$ cat config.mk
export PLATFORM = sky130hd
export DESIGN_NAME = sc_frog_move_arbiter
export DESIGN_NICKNAME = d
export VERILOG_FILES = /design/src/rtl/sc_frog_move_arbiter.sv
export SDC_FILE = /design/constraint.sdc
export NUM_CORES = 1
export LEC_CHECK = 0
export ABC_AREA = 1
export BUFFER_PORTS_ARGS = -buffer_cell sky130_fd_sc_hd__buf_2
export CORE_MARGIN = 5
export CORE_UTILIZATION = 64
export CTS_BUF_LIST = sky130_fd_sc_hd__clkbuf_8 sky130_fd_sc_hd__clkbuf_16
export DETAILED_ROUTE_END_ITERATION = 6
export GPL_ROUTABILITY_DRIVEN = 0
export GPL_TIMING_DRIVEN = 0
export PLACE_DENSITY = 0.85
export SLEW_MARGIN = 30
export SYNTH_ARGS = -nofsm -noshare
export SYNTH_HDL_FRONTEND = slang
export SYNTH_SLANG_ARGS = --single-unit
$ cat constraint.sdc
create_clock -name SC_FROGMOVEARB_CLOCK_50 -period 2.8 [get_ports SC_FROGMOVEARB_CLOCK_50]
set_clock_uncertainty 0.05 [all_clocks]
set_input_delay 0.7 -clock SC_FROGMOVEARB_CLOCK_50 [delete_from_list [all_inputs] [get_ports SC_FROGMOVEARB_CLOCK_50]]
set_output_delay 0.7 -clock SC_FROGMOVEARB_CLOCK_50 [all_outputs]
set_load 0.02 [all_outputs]
$ cat src/rtl/sc_frog_move_arbiter.sv
// ---------------------------------------------------------------------------
// sc_frog_move_arbiter
//
// Purpose:
//   Single writer of the frog-position register bank. Player button moves and
//   periodic river "carry" shifts (frog riding a log) are arbitrated here and
//   each accepted request becomes exactly one single-cycle bank command:
//   clear, load0 (row up), load1 (row down) or a column shift.
//
// Parameters:
//   CARRY_PERIOD : clock cycles between carry shifts while on the river
//   CNT_W        : carry timer width, 2**CNT_W >= CARRY_PERIOD
//   COOLDOWN     : minimum cycles between player commands (optional feature)
//
// Optional feature:
//   Define SC_FROGMOVEARB_COOLDOWN_EN to add a player-move cooldown counter.
//   Without it a button is accepted on the first CHECK after release.
//
// Ports:
//   SC_FROGMOVEARB_CLOCK_50             in   system clock
//   SC_FROGMOVEARB_RESET_InLow          in   synchronous active-low reset
//   SC_FROGMOVEARB_StartGame_InLow      in   start / restart request
//   SC_FROGMOVEARB_*Button_InLow        in   up/down/left/right buttons
//   SC_FROGMOVEARB_FirstRow_InLow       in   low when frog is in bottom row
//   SC_FROGMOVEARB_LeftEdge_InLow       in   low when frog is in left column
//   SC_FROGMOVEARB_RightEdge_InLow      in   low when frog is in right column
//   SC_FROGMOVEARB_OnRiver_InHigh       in   frog is on a log row
//   SC_FROGMOVEARB_CarryDir_In          in   log direction, 0 left / 1 right
//   SC_FROGMOVEARB_clear_OutLow         out  bank clear
//   SC_FROGMOVEARB_load0_OutLow         out  move up
//   SC_FROGMOVEARB_load1_OutLow         out  move down
//   SC_FROGMOVEARB_shiftselection_Out   out  01 left, 10 right, 11 hold
//   SC_FROGMOVEARB_drop_OutHigh         out  carry would push frog off edge
//   SC_FROGMOVEARB_running_OutHigh      out  game active
// ---------------------------------------------------------------------------
module sc_frog_move_arbiter #(
    parameter int CARRY_PERIOD = 25000000,
    parameter int CNT_W        = 25,
    parameter int COOLDOWN     = 4
) (
    input  logic       SC_FROGMOVEARB_CLOCK_50,
    input  logic       SC_FROGMOVEARB_RESET_InLow,
    input  logic       SC_FROGMOVEARB_StartGame_InLow,
    input  logic       SC_FROGMOVEARB_upButton_InLow,
    input  logic       SC_FROGMOVEARB_downButton_InLow,
    input  logic       SC_FROGMOVEARB_leftButton_InLow,
    input  logic       SC_FROGMOVEARB_rightButton_InLow,
    input  logic       SC_FROGMOVEARB_FirstRow_InLow,
    input  logic       SC_FROGMOVEARB_LeftEdge_InLow,
    input  logic       SC_FROGMOVEARB_RightEdge_InLow,
    input  logic       SC_FROGMOVEARB_OnRiver_InHigh,
    input  logic       SC_FROGMOVEARB_CarryDir_In,
    output logic       SC_FROGMOVEARB_clear_OutLow,
    output logic       SC_FROGMOVEARB_load0_OutLow,
    output logic       SC_FROGMOVEARB_load1_OutLow,
    output logic [1:0] SC_FROGMOVEARB_shiftselection_Out,
    output logic       SC_FROGMOVEARB_drop_OutHigh,
    output logic       SC_FROGMOVEARB_running_OutHigh
);

    // Elaboration-time parameter sanity check.
    if ((CARRY_PERIOD < 1) || (COOLDOWN < 0) ||
        ((64'd1 << CNT_W) < 64'(CARRY_PERIOD))) begin : g_param_check
        $error("sc_frog_move_arbiter: illegal CARRY_PERIOD/CNT_W/COOLDOWN");
    end

    typedef enum logic [3:0] {
        S_IDLE,
        S_INIT,
        S_CHECK,
        S_UP,
        S_DOWN,
        S_LEFT,
        S_RIGHT,
        S_CARRY,
        S_WAIT_REL
    } state_t;

    localparam logic [CNT_W-1:0] TIMER_LAST = CNT_W'(CARRY_PERIOD - 1);

    localparam logic [1:0] SH_LEFT  = 2'b01;
    localparam logic [1:0] SH_RIGHT = 2'b10;
    localparam logic [1:0] SH_HOLD  = 2'b11;

    state_t           state_q, state_d;
    logic             running_q, running_d;
    logic [CNT_W-1:0] timer_q, timer_d;
    logic             pend_q, pend_d;
    logic             ret_q, ret_d;      // CARRY was entered from WAIT_REL
    logic             clear_q, clear_d;
    logic             load0_q, load0_d;
    logic             load1_q, load1_d;
    logic [1:0]       shift_q, shift_d;
    logic             drop_q, drop_d;

    logic btn_up, btn_dn, btn_lf, btn_rt, any_btn, start_req, on_river;
    logic btn_ok;
    logic [1:0] carry_shift;
    logic       carry_drop;

    assign btn_up    = ~SC_FROGMOVEARB_upButton_InLow;
    assign btn_dn    = ~SC_FROGMOVEARB_downButton_InLow;
    assign btn_lf    = ~SC_FROGMOVEARB_leftButton_InLow;
    assign btn_rt    = ~SC_FROGMOVEARB_rightButton_InLow;
    assign any_btn   = btn_up | btn_dn | btn_lf | btn_rt;
    assign start_req = ~SC_FROGMOVEARB_StartGame_InLow;
    assign on_river  = SC_FROGMOVEARB_OnRiver_InHigh;

`ifdef SC_FROGMOVEARB_COOLDOWN_EN
    localparam int CD_W = (COOLDOWN < 2) ? 1 : $clog2(COOLDOWN + 1);
    localparam logic [CD_W-1:0] CD_LOAD = CD_W'(COOLDOWN);

    logic [CD_W-1:0] cd_q, cd_d;

    assign btn_ok = (cd_q == '0);

    always_comb begin
        cd_d = cd_q;
        if (state_q == S_INIT) begin
            cd_d = '0;
        end else if ((state_d == S_UP) || (state_d == S_DOWN) ||
                     (state_d == S_LEFT) || (state_d == S_RIGHT)) begin
            // Loaded on entry so the count starts with the command itself.
            cd_d = CD_LOAD;
        end else if (cd_q != '0) begin
            cd_d = cd_q - CD_W'(1);
        end
    end

    always_ff @(posedge SC_FROGMOVEARB_CLOCK_50) begin
        if (!SC_FROGMOVEARB_RESET_InLow) begin
            cd_q <= '0;
        end else begin
            cd_q <= cd_d;
        end
    end
`else
    assign btn_ok = 1'b1;
`endif

    // Carry outcome is resolved in the cycle the CARRY state is chosen so the
    // command outputs can be registered like every other command.
    always_comb begin
        carry_shift = SH_HOLD;
        carry_drop  = 1'b0;
        if (SC_FROGMOVEARB_CarryDir_In) begin
            if (SC_FROGMOVEARB_RightEdge_InLow) carry_shift = SH_RIGHT;
            else                                carry_drop  = 1'b1;
        end else begin
            if (SC_FROGMOVEARB_LeftEdge_InLow)  carry_shift = SH_LEFT;
            else                                carry_drop  = 1'b1;
        end
    end

    // Next-state logic
    always_comb begin
        state_d = state_q;
        ret_d   = ret_q;
        case (state_q)
            S_IDLE: begin
                if (start_req) state_d = S_INIT;
            end
            S_INIT: begin
                state_d = S_CHECK;
            end
            S_CHECK: begin
                if (start_req) begin
                    state_d = S_INIT;
                end else if (pend_q) begin
                    state_d = S_CARRY;
                    ret_d   = 1'b0;
                end else if (btn_ok) begin
                    // Blocked moves still need a release before the next one.
                    if (btn_up) begin
                        state_d = S_UP;
                    end else if (btn_dn) begin
                        state_d = SC_FROGMOVEARB_FirstRow_InLow ? S_DOWN : S_WAIT_REL;
                    end else if (btn_lf) begin
                        state_d = SC_FROGMOVEARB_LeftEdge_InLow ? S_LEFT : S_WAIT_REL;
                    end else if (btn_rt) begin
                        state_d = SC_FROGMOVEARB_RightEdge_InLow ? S_RIGHT : S_WAIT_REL;
                    end
                end
            end
            S_UP, S_DOWN, S_LEFT, S_RIGHT: begin
                state_d = S_WAIT_REL;
            end
            S_CARRY: begin
                state_d = ret_q ? S_WAIT_REL : S_CHECK;
            end
            S_WAIT_REL: begin
                if (start_req) begin
                    state_d = S_INIT;
                end else if (pend_q) begin
                    state_d = S_CARRY;
                    ret_d   = 1'b1;
                end else if (!any_btn) begin
                    state_d = S_CHECK;
                end
            end
            default: begin
                state_d = S_IDLE;
            end
        endcase
    end

    // Registered command outputs, decoded from the state being entered.
    always_comb begin
        clear_d = (state_d != S_INIT);
        load0_d = (state_d != S_UP);
        load1_d = (state_d != S_DOWN);
        shift_d = SH_HOLD;
        drop_d  = 1'b0;
        case (state_d)
            S_LEFT:  shift_d = SH_LEFT;
            S_RIGHT: shift_d = SH_RIGHT;
            S_CARRY: begin
                shift_d = carry_shift;
                drop_d  = carry_drop;
            end
            default: ;
        endcase
    end

    // Carry timer and single-entry pending flag.
    always_comb begin
        running_d = running_q;
        timer_d   = timer_q;
        pend_d    = pend_q;
        if (state_q == S_INIT) running_d = 1'b1;
        if (state_q == S_CARRY) pend_d = 1'b0;
        if (state_q == S_INIT) begin
            timer_d = '0;
            pend_d  = 1'b0;
        end else if (!on_river) begin
            timer_d = '0;
        end else if (running_q) begin
            if (timer_q == TIMER_LAST) begin
                timer_d = '0;
                pend_d  = 1'b1;
            end else begin
                timer_d = timer_q + CNT_W'(1);
            end
        end
    end

    always_ff @(posedge SC_FROGMOVEARB_CLOCK_50) begin
        if (!SC_FROGMOVEARB_RESET_InLow) begin
            state_q   <= S_IDLE;
            ret_q     <= 1'b0;
            running_q <= 1'b0;
            timer_q   <= '0;
            pend_q    <= 1'b0;
            clear_q   <= 1'b1;
            load0_q   <= 1'b1;
            load1_q   <= 1'b1;
            shift_q   <= SH_HOLD;
            drop_q    <= 1'b0;
        end else begin
            state_q   <= state_d;
            ret_q     <= ret_d;
            running_q <= running_d;
            timer_q   <= timer_d;
            pend_q    <= pend_d;
            clear_q   <= clear_d;
            load0_q   <= load0_d;
            load1_q   <= load1_d;
            shift_q   <= shift_d;
            drop_q    <= drop_d;
        end
    end

    assign SC_FROGMOVEARB_clear_OutLow       = clear_q;
    assign SC_FROGMOVEARB_load0_OutLow       = load0_q;
    assign SC_FROGMOVEARB_load1_OutLow       = load1_q;
    assign SC_FROGMOVEARB_shiftselection_Out = shift_q;
    assign SC_FROGMOVEARB_drop_OutHigh       = drop_q;
    assign SC_FROGMOVEARB_running_OutHigh    = running_q;

endmodule
==> metrics.yaml <==
critical_path:
  cp_data_arrival_time_ps: 1850
  critPathSlowestCell: "dfxtp_1"
  path_max_fanout: 4
  crit_path_start_kind: "flip-flop"
  crit_chain: "ha_1, nand2_1, nor2_4, nand2_2, nor2_4, nand2_2, nor2_4, nand3_1, nand2_2, nor2_2"
  worstSetupPathType: "flip-flop to flip-flop"
  cpLargestDelayFamily: "simple AND/OR/NAND/NOR gates"
  crit_buf_inv: 0
  cpPeakStageDelay_ps: 380
  crit_required_ps: 2950
  endpoint_kind: "flip-flop"
die:
  ios: 19
  initial_utilization_pct: 66.7
  row_count: 21
  core_area_um2: 3360
  fp.dieH_um: 69.2
  dieWidth_um: 69.2
  dieArea_um2: 4790
timing:
  setup_violations: 0
  setup_slack_ps: 1090
  fin_tns_setup_ps: 0
  slew_headroom_pct: 77.0
  max_freq_ghz: 0.586
  hold_viol_final: 0
  maxSlewViolCount: 0
  rsz0062_at_grt: "false"
  period_needed_ps: 1710
  hold_slack_ps: 466
  worstMarginPinSlew_ps: 342
  fin_crit_sh_pct: 61.0
cells_and_area:
  mostFrequentLayoutCells: "85 x nand2_1, 48 x nor2_1, 44 x inv_1, 38 x dfxtp_1, 23 x nand3_1"
  post-route-util_pct: 74.5
  layout_commonest_cell: "nand2_1"
  fin_area_um2: 2500
  antenna_cells: 0
  nFillCells: 301
  fin_nets: 379
  syn_to_final_growth_pct: 11.7
  drive_gt1_share_pct: 20.7
routing:
  drtIter0Drc: 161
  dr_total_vias: 2201
  wl_per_cell_um: 12.2
  routed_wl_um: 5020
  via_per_inst: 5.33
  drc: 0
  first_pass_iters: 5
  postRouteAntennaNets: 0
run_status:
  status: "complete, no violations"
clock_network:
  tritoncts: "yes"
  cts_setup_buffers: 0
  cts.sinks: 38
  cts_hold_buf: 0
  clkLatencyLatePin_ps: 300
  root_buffer: "clkbuf_8"
  path_clk_slew_ps: 80
  cts-buffers-inserted: 5
  cts_max_level: 2
  ctsLongestPathBuffers: 2
  cts_resized: 0
power:
  power.switching_mw: 0.285
  p_int_mw: 0.847
  combPwrFrac_pct: 9.3
  swShare_pct: 25.2
  ir_drop_mv: 0.315
  power_density_nw_per_um2: 452
  clockPowerShare_pct: 42.0
  p_leak_nw: 0.982
  seq_power_share_pct: 48.7
hold_path:
  hp-class: "flip-flop to flip-flop"
grt:
  grt_pass1_vias: 1979
  grt_antenna_before_repair: 0
  grt_start_max_net_pins: 14
  grt-ovfl-total: 0
  grt_pass1_wl_um: 8570
  track_usage_pct: 21.7
logic_synthesis:
  synth_edf_count: 0
  synthCells: 341
  ys_ff_latch: 38
  syn_area_um2: 2240
  syn_nets: 354
  ys_types: 31
  ys_seq_area_share_pct: 33.9
  yosysWarnings: 0
  ys.flop_type: "dfxtp_1"
  synth_area_per_cell_um2: 6.58
  async_flop_share_pct: 0
place:
  placed_cell_area_um2: 2390
  pre_cts_ws_ps: 933
  post-dp-hpwl_um: 3770
  port-buffer-count: 18
job:
  cap_violations: 0
==> power by group through the flow <==
stage / Combinational [mW] / Sequential [mW] / Clock [mW]
after global routing: 0.118 / 0.553 / 0.506
final: 0.105 / 0.552 / 0.475
after CTS: 0.105 / 0.552 / 0.481
after global placement: 0.102 / 0.564 / 0
after detailed placement: 0.105 / 0.564 / 0
after floorplan: 0.0693 / 0.567 / 0
==> area by class of cell <==
cell class	count	area, µm²	share of cell area [%]
Inverter	48	183	7.29
Clock inverter	3	45.0	1.80
Tap cell	46	57.6	2.30
Buffer	3	26.3	1.05
Clock buffer	5	68.8	2.75
Sequential cell	38	761	30.4
Multi-Input combinational cell	252	1270	50.8
Timing Repair Buffer	18	90.1	3.60
==> worst min-delay path, stage by stage, from the launching register on <==
cell and delay [ps]:
dfxtp_1 330, o21ai_0 80, a21oi_1 60
==> through the flow <==
stage / std cells / power, mW
after floorplan: 341 / 0.637
after global placement: 405 / 0.666
after detailed placement: 405 / 0.669
after CTS: 413 / 1.14
after global routing: 413 / 1.18
final: 413 / 1.13
==> registers in the layout, indices dropped and copies added, names as in the netlist <==
name	cells
SC_FROGMOVEARB_clear_OutLow	1
timer_q	25
SC_FROGMOVEARB_drop_OutHigh	1
state_q	4
ret_q	1
SC_FROGMOVEARB_running_OutHigh	1
SC_FROGMOVEARB_shiftselection_Out	2
SC_FROGMOVEARB_load1_OutLow	1
SC_FROGMOVEARB_load0_OutLow	1
pend_q	1
==> cell usage after synthesis (all sizes together), types with 3 or more instances <==
cell type	n	area, µm²
inv	48	183
nand3	24	125
dfxtp	38	761
xor2	3	26.3
a21oi	13	68.8
nor2	71	359
nor3	12	65.1
o21ai	10	53.8
nand2	97	399
buf	3	26.3
xnor2	3	26.3
nand4	13	87.6
==> kinds of logic after synthesis <==
family,after synthesis,synth area share [%]
simple gates,219,46.7
buf+inv,51,9.31
flops,38,33.9
compound gates,26,7.14
xor+xnor,6,2.34
fa+ha+maj,1,0.558
==> path summary, 6_finish.rpt <==
path	startpoint	to	slack, ps	cells after the start
worst min register to register	ret_q	ret_q	470	2
worst max register to register	timer_q[0]	timer_q[22]	1090	10
worst min-delay path	ret_q	ret_q	470	2
worst max-delay path	timer_q[0]	timer_q[22]	1090	10
==> routing by layer <==
layer  up-vias  track usage, %  share of wire (%)
met5         -               0                  0
met4         0            8.46                1.7
met3         9            4.06                5.9
met2        75            33.1                 45
met1       984            30.4                 48
li1       1133               -                  -
Power figures use the tool's default switching activity.
